**src/rtl/calc_pkg.sv**
```systemverilog
// Shared calculator definitions: serializer FSM states, default digit geometry and special digit codes.
package calc_pkg;

    typedef enum logic [1:0] {
        IDLE  = 2'd0,
        SKIP  = 2'd1,
        SHIFT = 2'd2
    } state_t;

    localparam int DIGIT_WIDTH = 4;
    localparam int DIGIT_COUNT = 4;

    localparam logic [3:0] ZERO_DIGIT = 4'h0;
    // Blank key code, shared with the keypad input unit.
    localparam logic [3:0] BLANK_KEY  = 4'hE;

endpackage

```
**src/rtl/digit_serializer.sv**
```systemverilog
// Serializes a packed COUNT-digit word one digit per handshake, most-significant digit first.
// Define DIGIT_SERIALIZER_BLANK_ZEROS_EN to suppress leading zero digits (at least one digit is always sent).
module digit_serializer
    import calc_pkg::*;
#(
    parameter int COUNT = DIGIT_COUNT,
    parameter int WIDTH = DIGIT_WIDTH
) (
    input  logic                   clk,
    input  logic                   reset,
    input  logic [COUNT*WIDTH-1:0] in,
    input  logic                   in_valid,
    output logic                   in_ready,
    output logic [WIDTH-1:0]       out,
    output logic                   out_valid,
    input  logic                   out_ready,
    output logic                   out_last,
    output logic                   busy
);

    localparam int CW = $clog2(COUNT + 1);

    state_t                 state, state_nxt;
    logic [COUNT*WIDTH-1:0] sreg, sreg_nxt;
    logic [CW-1:0]          cnt, cnt_nxt;
    logic [WIDTH-1:0]       top;

    assign top = sreg[COUNT*WIDTH-1 -: WIDTH];

    always_ff @(posedge clk) begin
        if (reset) begin
            state <= IDLE;
            sreg  <= '0;
            cnt   <= '0;
        end else begin
            state <= state_nxt;
            sreg  <= sreg_nxt;
            cnt   <= cnt_nxt;
        end
    end

    always_comb begin
        state_nxt = state;
        sreg_nxt  = sreg;
        cnt_nxt   = cnt;
        case (state)
            IDLE: begin
                if (in_valid) begin
                    sreg_nxt  = in;
                    cnt_nxt   = CW'(COUNT);
`ifdef DIGIT_SERIALIZER_BLANK_ZEROS_EN
                    state_nxt = SKIP;
`else
                    state_nxt = SHIFT;
`endif
                end
            end
`ifdef DIGIT_SERIALIZER_BLANK_ZEROS_EN
            SKIP: begin
                // The cnt>1 guard keeps the final digit even when the whole word is zero.
                if (top == WIDTH'(ZERO_DIGIT) && cnt > CW'(1)) begin
                    sreg_nxt = sreg << WIDTH;
                    cnt_nxt  = cnt - CW'(1);
                end else begin
                    state_nxt = SHIFT;
                end
            end
`endif
            SHIFT: begin
                if (out_ready) begin
                    if (cnt == CW'(1)) begin
                        state_nxt = IDLE;
                        sreg_nxt  = '0;
                        cnt_nxt   = '0;
                    end else begin
                        sreg_nxt = sreg << WIDTH;
                        cnt_nxt  = cnt - CW'(1);
                    end
                end
            end
            default: state_nxt = IDLE;
        endcase
    end

    // All outputs decode registered state only.
    assign in_ready  = (state == IDLE);
    assign busy      = (state != IDLE);
    assign out_valid = (state == SHIFT);
    assign out       = top;
    assign out_last  = (state == SHIFT) && (cnt == CW'(1));

endmodule

```
**config.mk**
```make
export PLATFORM = sky130hd
export DESIGN_NAME = digit_serializer
export DESIGN_NICKNAME = d
export VERILOG_FILES = /design/src/rtl/calc_pkg.sv /design/src/rtl/digit_serializer.sv
export SDC_FILE = /design/constraint.sdc
export NUM_CORES = 1
export LEC_CHECK = 0
export CORE_MARGIN = 4
export CORE_UTILIZATION = 42
export CTS_CLUSTER_SIZE = 12
export DETAILED_ROUTE_END_ITERATION = 12
export GPL_ROUTABILITY_DRIVEN = 1
export HOLD_SLACK_MARGIN = 0.05
export PLACE_DENSITY = 0.74
export REMOVE_ABC_BUFFERS = 1
export SKIP_CTS_REPAIR_TIMING = 1
export SYNTH_ARGS = -nofsm -noshare
export SYNTH_HDL_FRONTEND = slang
export SYNTH_SLANG_ARGS = --single-unit
```
**constraint.sdc**
```tcl
create_clock -name clk -period 1.33 [get_ports clk]
set_clock_uncertainty 0.1 [all_clocks]
set_input_delay 0.133 -clock clk [delete_from_list [all_inputs] [get_ports clk]]
set_output_delay 0.133 -clock clk [all_outputs]
set_load 0.02 [all_outputs]
```
==> results of run 1 <==
[power by group]
| part | internal, W | total [W] | leakage, nW | switching, W |
|---|---|---|---|---|
| combinational | 0.000200 | 0.000361 | 0.463 | 0.000161 |
| sequential | 0.000645 | 0.000681 | 0.166 | 0.0000363 |
| clock | 0.000106 | 0.000291 | 0.0138 | 0.000185 |
| total | 0.000951 | 0.00133 | 0.643 | 0.000382 |
[stage by stage]
stage / instance area [um2] / util, %
floorplan: 915.9 / -
global route: 1516 / 67.90
CTS: 1371 / 61.40
global placement: 1349 / 60.39
detailed placement: 1349 / 60.39
finish: 1516 / 67.90
[cells by family after synthesis]
family / after synthesis / synth area share, %
simple gates: 43 / 22.29
compound gates: 28 / 20.78
flops: 20 / 40.30
buf+inv: 16 / 8.942
mux: 5 / 5.164
fa+ha+maj: 2 / 2.518
[synth_stat cells (all sizes together)]
cell,count,area [um2]
a211oi,6,45.04
a21oi,3,15.01
a221o,6,60.06
a2bb2oi,1,8.760
buf,11,70.06
clkbuf,2,7.510
dfxtp,20,400.4
ha,2,25.02
inv,3,11.26
mux2,1,11.26
mux2i,4,40.04
nand2,7,26.28
nand2b,2,12.51
nand3,6,30.03
nor2,16,62.56
nor2b,2,12.51
nor3,1,5.000
nor4b,6,52.55
o211ai,1,7.510
o21ai,7,35.03
o22a,4,35.03
or3,2,12.51
or4,1,7.510
[worst paths after layout]
check	startpoint	endpoint	slack, ns	cells after the start
worst min register to register	sreg[12]$_SDFFE_PP0P_	sreg[12]$_SDFFE_PP0P_	0.40	1
worst max-delay path	cnt[0]$_SDFFE_PP0P_	cnt[2]$_SDFFE_PP0P_	-0.10	6
worst min-delay path	in[10]	sreg[10]$_SDFFE_PP0P_	0.33	2
worst max register to register	cnt[0]$_SDFFE_PP0P_	cnt[2]$_SDFFE_PP0P_	-0.10	6
[registers in the layout, indices dropped and copies added (netlist names)]
| name | count |
|---|---|
| state | 1 |
| cnt | 3 |
| sreg | 16 |
[metal layers]
metal | global-route usage (%) | vias to the layer above
li1 | - | 483
met1 | 18.65 | 438
met2 | 28.22 | 19
met3 | 4.598 | 4
met4 | 3.390 | 0
met5 | 0 | -
[critical path, cell delays in order (launching register included)]
cell,delay [ns]
sky130_fd_sc_hd__dfxtp_2,0.35
sky130_fd_sc_hd__buf_4,0.14
sky130_fd_sc_hd__inv_1,0.05
sky130_fd_sc_hd__ha_1,0.14
sky130_fd_sc_hd__nand2_1,0.07
sky130_fd_sc_hd__or4_1,0.40
sky130_fd_sc_hd__a21oi_1,0.13
[final cells by class]
type	instances	area (um2)	share of cell area [%]
Multi-Input combinational cell	78	614.3	40.51
Timing Repair Buffer	45	426.7	28.14
Sequential cell	20	406.6	26.82
Tap cell	28	35.03	2.310
Clock buffer	3	22.52	1.485
Inverter	3	11.26	0.7426
==> qor.json, run 1 <==
{
  "maxSlewViolCount": {"value": 0},
  "route.met3.wl": {"value": 106, "unit": "um"},
  "port_buffers": {"value": 27},
  "first_global_vias": {"value": 951},
  "synth.ff_latch_count": {"value": 20},
  "cts_inserted_buffers": {"value": 3},
  "synth.lib_cells_used.distinct": {"value": 26},
  "worst_ep_arrival_time": {"value": 1.58, "unit": "ns"},
  "final_net_count": {"value": 173},
  "tritoncts_num_sinks": {"value": 20},
  "start_util": {"value": 44.48, "unit": "%"},
  "overall_power_after_layout": {"value": 0.001333, "unit": "W"},
  "measured_slew_at_the_worst_slew_check_pin": {"value": 0.2825, "unit": "ns"},
  "hold_viol_final": {"value": 0},
  "violations_in_the_final_reports": {"value": "setup timing"},
  "grt_antenna_before_repair": {"value": 0},
  "area_growth_syn_to_layout": {"value": 52.64, "unit": "%"},
  "route.layer.met1.wl": {"value": 1.132, "unit": "mm"},
  "ys.warnings.count": {"value": 0},
  "crit_path_max_fanout": {"value": 3},
  "grt_max_degree": {"value": 18},
  "drtIter0Drc": {"value": 17},
  "count_of_mapped_cells_out_of_synthesis": {"value": 114},
  "finalSetupViolations": {"value": 9},
  "antenna_left": {"value": 0},
  "cts_root_buffer": {"value": "sky130_fd_sc_hd__clkbuf_4"},
  "inserted_diodes": {"value": 0},
  "critical_path_required": {"value": 1.47, "unit": "ns"},
  "dieWidth": {"value": 56.64, "unit": "um"},
  "avgSynthCellArea": {"value": 8.715, "unit": "um2"},
  "worstSetupPathType": {"value": "register to register"},
  "number_of_design_rule_violations_left_after_detail_routing": {"value": 0},
  "overflow": {"value": 0},
  "totalNegativeSetupSlack": {"value": -0.2505, "unit": "ns"},
  "cap_violations": {"value": 0},
  "tritoncts": {"value": "done"},
  "setup.worst_path.end_class": {"value": "register"},
  "layout_setup_ws": {"value": -0.1047, "unit": "ns"},
  "share_of_synthesized_area_occupied_by_flip_flops_and_latches": {"value": 40.30, "unit": "%"},
  "path_clk_slew": {"value": 0.11, "unit": "ns"},
  "leak": {"value": 0.6429, "unit": "nW"},
  "layout_common_cells": {"value": "sky130_fd_sc_hd__clkdlybuf4s50_1, sky130_fd_sc_hd__dfxtp_1, sky130_fd_sc_hd__buf_4"},
  "detailedPlace.worstSlack": {"value": -0.2250, "unit": "ns"},
  "detail_route.wl_per_cell": {"value": 14.92, "unit": "um"},
  "layout.cells.most_common": {"value": "sky130_fd_sc_hd__clkdlybuf4s50_1"},
  "slew_headroom": {"value": 80.97, "unit": "%"},
  "post_layout_nonfiller_instances": {"value": 177},
  "drtPass1Iterations": {"value": 4},
  "achievable-frequency": {"value": 697.0, "unit": "MHz"},
  "dr_total_vias": {"value": 944},
  "cts-htree-levels": {"value": 1},
  "syn-cell-area": {"value": 993.5, "unit": "um2"},
  "num-fill-cells": {"value": 193},
  "result_of_the_run": {"value": "complete, but fails checks"},
  "core_footprint": {"value": 0.002233, "unit": "mm2"},
  "clock_latency": {"value": 0.30, "unit": "ns"},
  "grt_first_pass_wirelength": {"value": 4.071, "unit": "mm"},
  "global_route.usage.total": {"value": 15.87, "unit": "%"},
  "power-per-cell-area": {"value": 878.9, "unit": "mW/mm2"},
  "globalplace.congestion": {"value": 0.7966},
  "finalWirelength": {"value": 2.641, "unit": "mm"},
  "ir_worst_vdd": {"value": 0.0008402, "unit": "V"},
  "via_per_inst": {"value": 5.333},
  "cts_max_path_buffers": {"value": 2},
  "final_layout_size_suffix_gt1_share": {"value": 32.21, "unit": "%"},
  "fin_hold_ws": {"value": 0.3299, "unit": "ns"},
  "rows": {"value": 17},
  "final.period_utilization": {"value": 107.9, "unit": "%"},
  "start_kind": {"value": "register"},
  "total_met2_wirelength_after_detailed_routing": {"value": 1.375, "unit": "mm"},
  "top_layer": {"value": "met4"},
  "min_path_type": {"value": "input pin to register"},
  "numPlacedInstances": {"value": 173},
  "die-area": {"value": 0.003208, "unit": "mm2"},
  "grt_setup_unrepaired": {"value": "yes"},
  "hpwlAfterDp": {"value": 1.847, "unit": "mm"},
  "io_pins": {"value": 28},
  "dieHeight": {"value": 56.64, "unit": "um"},
  "period_minus_slack": {"value": 1.435, "unit": "ns"}
}
(Power assumes the default switching activity.)
==> run 2, diff against run 1 <==
--- a/config.mk
+++ b/config.mk
@@ -14,6 +14,7 @@
 export PLACE_DENSITY = 0.74
 export REMOVE_ABC_BUFFERS = 1
 export SKIP_CTS_REPAIR_TIMING = 1
+export SLEW_MARGIN = 5
 export SYNTH_ARGS = -nofsm -noshare
 export SYNTH_HDL_FRONTEND = slang
 export SYNTH_SLANG_ARGS = --single-unit
==> results of run 2 <==
No change in the layout: final DEF, timing and power equal those of run 1.
